--- src/rtl/sisc_ifetch_if.sv ---
// Instruction-memory read port of the SISC fetch stage.
//
// Handshake: the fetch stage raises req with a stable addr and holds both
// until the memory answers with ack=1 for one cycle; rdata is valid only in
// that cycle. The fetch stage drops req on the edge that samples ack, and an
// ack seen while req is low carries no meaning and must be ignored.
interface sisc_ifetch_if #(
  parameter int PC_W    = 16,
  parameter int INSTR_W = 32
);
  logic               req;
  logic [PC_W-1:0]    addr;
  logic [INSTR_W-1:0] rdata;
  logic               ack;

  // Fetch-stage side: issues the read and consumes the word.
  modport master (
    output req,
    output addr,
    input  rdata,
    input  ack
  );

  // Memory side: answers the read.
  modport slave (
    input  req,
    input  addr,
    output rdata,
    output ack
  );
endinterface

--- src/rtl/sisc_ifetch.sv ---
// SISC instruction-fetch stage: owns the program counter and the instruction
// register, reads instruction memory over a req/ack port, and applies
// sequential or conditional-branch PC updates commanded by the control FSM.
module sisc_ifetch #(
  parameter int              PC_W     = 16,
  parameter int              INSTR_W  = 32,
  parameter logic [PC_W-1:0] RESET_PC = '0
) (
  input  logic               clk,
  input  logic               rst_f,
  sisc_ifetch_if.master      mem,
  input  logic               fetch_req,
  input  logic               upd_pc,
  input  logic [3:0]         stat,
  output logic [INSTR_W-1:0] ir,
  output logic [3:0]         opcode,
  output logic [3:0]         mm,
  output logic [15:0]        imm,
  output logic [PC_W-1:0]    pc,
  output logic               fetch_done,
  output logic               busy,
  output logic               halted,
  output logic               err,
  output logic [1:0]         state_dbg
);

  typedef enum logic [1:0] {
    IDLE     = 2'd0,
    WAIT_ACK = 2'd1,
    DONE     = 2'd2
  } state_t;

  localparam logic [3:0] OP_BRA = 4'h4;
  localparam logic [3:0] OP_BRR = 4'h5;
  localparam logic [3:0] OP_BNE = 4'h6;
  localparam logic [3:0] OP_BNR = 4'h7;
  localparam logic [3:0] OP_HLT = 4'hF;

  state_t          state;
  logic [PC_W-1:0] imm_sext;
  logic [PC_W-1:0] imm_zext;
  logic            flag_hit;
  logic            br_taken;
  logic [PC_W-1:0] br_target;

  // Instruction fields are plain slices of the IR.
  assign opcode = ir[31:28];
  assign mm     = ir[27:24];
  assign imm    = ir[15:0];

  // Immediate widened to PC width: sign-extended for relative branches,
  // zero-extended for absolute ones.
  if (PC_W > 16) begin : g_wide_pc
    assign imm_sext = {{(PC_W-16){imm[15]}}, imm};
    assign imm_zext = {{(PC_W-16){1'b0}}, imm};
  end else begin : g_narrow_pc
    assign imm_sext = imm[PC_W-1:0];
    assign imm_zext = imm[PC_W-1:0];
  end

  assign flag_hit = |(stat & mm);

  // Branch decision for the instruction held in IR; pc is already the
  // incremented value, so relative targets are taken from the next address.
  always_comb begin
    br_taken  = 1'b0;
    br_target = pc;
    case (opcode)
      OP_BRA: begin
        br_taken  = flag_hit;
        br_target = imm_zext;
      end
      OP_BRR: begin
        br_taken  = flag_hit;
        br_target = pc + imm_sext;
      end
      OP_BNE: begin
        br_taken  = !flag_hit;
        br_target = imm_zext;
      end
      OP_BNR: begin
        br_taken  = !flag_hit;
        br_target = pc + imm_sext;
      end
      default: begin
        br_taken  = 1'b0;
        br_target = pc;
      end
    endcase
  end

  // The memory address is the PC itself; it only changes after ack, so it is
  // stable for the whole request.
  assign mem.addr  = pc;
  assign busy      = (state == WAIT_ACK);
  assign state_dbg = state;

  // Fetch FSM together with PC, IR and the sticky status flags.
  always_ff @(posedge clk or negedge rst_f) begin
    if (!rst_f) begin
      state      <= IDLE;
      pc         <= RESET_PC;
      ir         <= '0;
      mem.req    <= 1'b0;
      fetch_done <= 1'b0;
      halted     <= 1'b0;
      err        <= 1'b0;
    end else begin
      fetch_done <= 1'b0;
      case (state)
        IDLE: begin
          if (upd_pc) begin
            // A fetch requested together with a PC commit is a control
            // error; the commit wins and the fetch is dropped.
            if (fetch_req) begin
              err <= 1'b1;
            end
            if (br_taken) begin
              pc <= br_target;
            end
          end else if (fetch_req && !halted) begin
            mem.req <= 1'b1;
            state   <= WAIT_ACK;
          end
        end
        WAIT_ACK: begin
          if (fetch_req || upd_pc) begin
            err <= 1'b1;
          end
          if (mem.ack) begin
            ir         <= mem.rdata;
            pc         <= pc + PC_W'(1);
            mem.req    <= 1'b0;
            fetch_done <= 1'b1;
            state      <= DONE;
            if (mem.rdata[INSTR_W-1 -: 4] == OP_HLT) begin
              halted <= 1'b1;
            end
          end
        end
        DONE: begin
          if (fetch_req || upd_pc) begin
            err <= 1'b1;
          end
          state <= IDLE;
        end
        default: begin
          mem.req <= 1'b0;
          state   <= IDLE;
        end
      endcase
    end
  end

endmodule
--- src/flat_wrapper.sv ---
// flat-port wrapper written by rule: the top's interface ports become plain ports
module sisc_ifetch_flat 
#(
  parameter int              PC_W     = 16,
  parameter int              INSTR_W  = 32,
  parameter logic [PC_W-1:0] RESET_PC = '0
)
  (clk, rst_f, fetch_req, upd_pc, stat, ir, opcode, mm, imm, pc, fetch_done, busy, halted, err, state_dbg, mem_req, mem_addr, mem_rdata, mem_ack);
  sisc_ifetch_if #(.PC_W(PC_W), .INSTR_W(INSTR_W)) mem_i ();
  input  logic clk;
  input  logic rst_f;
  input  logic fetch_req;
  input  logic upd_pc;
  input  logic [3:0] stat;
  output logic [INSTR_W-1:0] ir;
  output logic [3:0] opcode;
  output logic [3:0] mm;
  output logic [15:0] imm;
  output logic [PC_W-1:0] pc;
  output logic fetch_done;
  output logic busy;
  output logic halted;
  output logic err;
  output logic [1:0] state_dbg;
  output wire logic [$bits(mem_i.req)-1:0] mem_req;
  output wire logic [$bits(mem_i.addr)-1:0] mem_addr;
  input wire logic [$bits(mem_i.rdata)-1:0] mem_rdata;
  input wire logic [$bits(mem_i.ack)-1:0] mem_ack;
  assign mem_req = mem_i.req;
  assign mem_addr = mem_i.addr;
  assign mem_i.rdata = mem_rdata;
  assign mem_i.ack = mem_ack;
  sisc_ifetch #(.PC_W(PC_W), .INSTR_W(INSTR_W), .RESET_PC(RESET_PC)) u_core (.clk(clk), .rst_f(rst_f), .mem(mem_i), .fetch_req(fetch_req), .upd_pc(upd_pc), .stat(stat), .ir(ir), .opcode(opcode), .mm(mm), .imm(imm), .pc(pc), .fetch_done(fetch_done), .busy(busy), .halted(halted), .err(err), .state_dbg(state_dbg));
endmodule
--- config.mk ---
export PLATFORM = sky130hd
export DESIGN_NAME = sisc_ifetch_flat
export DESIGN_NICKNAME = d
export VERILOG_FILES = /design/src/rtl/sisc_ifetch_if.sv /design/src/rtl/sisc_ifetch.sv /design/src/flat_wrapper.sv
export SDC_FILE = /design/constraint.sdc
export NUM_CORES = 1
export LEC_CHECK = 0
export BUFFER_PORTS_ARGS = -buffer_cell sky130_fd_sc_hd__buf_2
export CAP_MARGIN = 0
export CORE_ASPECT_RATIO = 2
export CORE_MARGIN = 8
export CORE_UTILIZATION = 50
export DETAILED_ROUTE_END_ITERATION = 8
export PLACE_DENSITY = 0.81
export SLEW_MARGIN = 0
export SYNTH_ARGS = -nofsm -noshare
export SYNTH_HDL_FRONTEND = slang
export SYNTH_SLANG_ARGS = --single-unit
--- constraint.sdc ---
create_clock -name clk -period 3.1 [get_ports clk]
set_clock_uncertainty 0.2 [all_clocks]
set_input_delay 0.465 -clock clk [delete_from_list [all_inputs] [get_ports clk]]
set_output_delay 0.465 -clock clk [all_outputs]
set_load 0.02 [all_outputs]
==> flow_summary.toml <==
[yosys]
synthDistinctLibCells = 57
yosys_warnings = 0
ys_seq_area_share_pct = 36.1
synthCells = 399
syn-num-nets = 460
synth-edff-count = 0
synthFlopType = "dfrtp_1"
async_flop_share_pct = 100
synth-seq-cells = 54
avgSynthCellArea_sq_um = 9.38
synthesis.area_sq_um = 3740

[run_status]
run_status = "completed"

[final_layout]
diodes = 0
post-route-util_pct = 60.6
layout_commonest_cell = "buf_2"
layout.nets = 554
final_cell_mix = "135 x buf_2, 54 x dfrtp_1, 33 x mux2_2"
area_delta_synth_final_pct = 17.7
layout-drive-gt1-share_pct = 37.9

[clocking]
clock-root-buffer = "clkbuf_16"
cts_num_sinks = 54
h-tree-depth = 2
post_cts_resize_count = 0
tritoncts = "yes"
post-cts-setup-buffers = 0
clock_latency_ns = 0.30
clk_pin_slew_ns = 0.07
cts_made_buffers = 5
clk_path_buf_depth = 2

[global_route]
grt_pass1_vias = 3784
grtUsageTotal_pct = 20.9
antenna_found_initial = 0
use_met2_pct = 38.3
use_met1_pct = 19.4
grt_pass1_wl_um = 18200
grt-ovfl-total = 0
grt_util_met3_pct = 5.45
busiest_layer = "met2"
grt_max_degree = 42

[sta]
max_slew_margin_pct = 56.3
period_needed_ns = 2.70
timing.fmax_ghz = 0.370
timing.final.crit_share_pct = 87.1
hold_viol_final = 0
finalSetupViolCount = 0
slew_viol_final = 0
rsz0062_at_grt = "false"
worstMarginPinSlew_ns = 0.653
setup_tns_ns = 0
hold_ws_ns = 0.173

[worst_setup_path]
critPathArrivalTime_ns = 2.66
crit_type = "reg2reg"
crit_path_end_kind = "flop"
r2r-start = "u_core.mem.addr[0]"
crit_start = "u_core.mem.addr[0]"
crit_fanout = 7
critPathLaunchType = "flop"
rr_worst_depth = 8
regToRegSetupSlack_ns = 0.40
critPathRequiredTime_ns = 3.06

[die]
core_sq_um = 7270
die-area_sq_um = 10700
fp-row-count = 44
io_pins = 136
start_util_pct = 51.5
die_w_um = 77.2
die_height_um = 138

[placement]
dp_hpwl_um = 8770
portBuffers = 135
gp_congestion = 0.861

[min_path]
worstHoldPathType = "in2reg"
min_from = "mem_rdata[15]"
hold_depth = 3

[route]
wl_per_cell_um = 19.1
via_per_inst = 5.89
drc_errors = 0
routed_wl_um = 11200
vias = 3446
drtAntennaViolNets = 0
drt-initial-drc-count = 214
dr.pass1.iters = 7

[flow_run]
max-cap-violations = 0
## cells in the mapped netlist (3+ instances only)
master	instances	share of area, %
buf_1	3	0.30
xnor2_1	8	1.9
nor2_1	14	1.4
nor2b_1	4	0.67
o21ai_1	3	0.40
clkbuf_1	12	1.2
o22ai_1	4	0.67
ha_1	19	6.4
xor2_1	5	1.2
and2_1	6	1.0
nor3_1	7	0.94
mux2_2	33	9.9
o211ai_1	4	0.80
o21ai_0	23	3.1
a31oi_1	7	1.2
buf_4	41	8.2
nand4_1	6	1.0
nand3_1	12	1.6
a21oi_1	31	4.1
inv_1	9	0.90
a21o_1	6	1.2
and3_1	7	1.2
dfrtp_1	54	36
nand2_1	32	3.2
a211oi_1	6	1.2
## flip-flops by register name (all words and copies together) (netlist names)
| signal | count |
|---|---|
| u_core.ir | 32 |
| u_core.state_dbg | 2 |
| u_core.err | 1 |
| u_core.halted | 1 |
| u_core.mem.addr | 16 |
| u_core.mem.req | 1 |
| u_core.fetch_done | 1 |
## worst max-delay path: stages (launching register included)
cell	delay (ns)
dfrtp_1	0.45
ha_1	0.27
fa_1	0.43
a21oi_1	0.21
o21ai_0	0.11
a21oi_1	0.19
xnor2_1	0.09
a2111oi_1	0.51
nor3_1	0.10
## timing repair
action,in CTS,in global routing
endpoints found under the setup margin,0,0
endpoints found under the hold margin,22,0
hold buffers,1,0
## logic make-up after synthesis
kind of cell               count (synthesis)  share of synthesized area, %
adders and majority gates                 20                          6.89
AOI/OAI and AO/OA                        108                          18.8
xor gates and xnor gates                  13                          3.04
muxes                                     34                          10.2
buffers and inverters                     66                          10.8
and+or+nand+nor                          104                          14.2
DFF                                       54                          36.1
## metal layers
layer / share of wire, % / vias up
li1: - / 1598
met1: 33 / 1623
met2: 55 / 181
met3: 6.6 / 44
met4: 4.7 / 0
met5: 0 / -
## cell type report
| class | count | area, sq um |
|---|---|---|
| clock buffer | 6 | 139 |
| clock inverter | 1 | 30.0 |
| fill | 685 | 2870 |
| inverter | 9 | 33.8 |
| multi-input combinational | 279 | 1990 |
| sequential | 54 | 1350 |
| tap | 92 | 115 |
| timing repair buffer | 144 | 746 |
## per-stage QoR
stage	setup WS [ns]	cell area [sq um]	std cells
floorplan	0.596	3740	399
global placement	0.440	4220	577
detailed placement	0.397	4220	577
CTS	0.405	4400	585
global route	0.221	4400	585
finish	0.401	4400	585
## final timing paths
path                                 endpoint
setup / recovery           u_core.mem.addr[6]
hold / removal                  u_core.ir[15]
setup reg to reg           u_core.mem.addr[6]
hold reg to reg                    u_core.err
max in group asynchronous  u_core.mem.addr[7]
min in group asynchronous       u_core.ir[20]
Power is not shown: default switching activity piles up to over one toggle a cycle in this logic, so the estimate is an artifact.
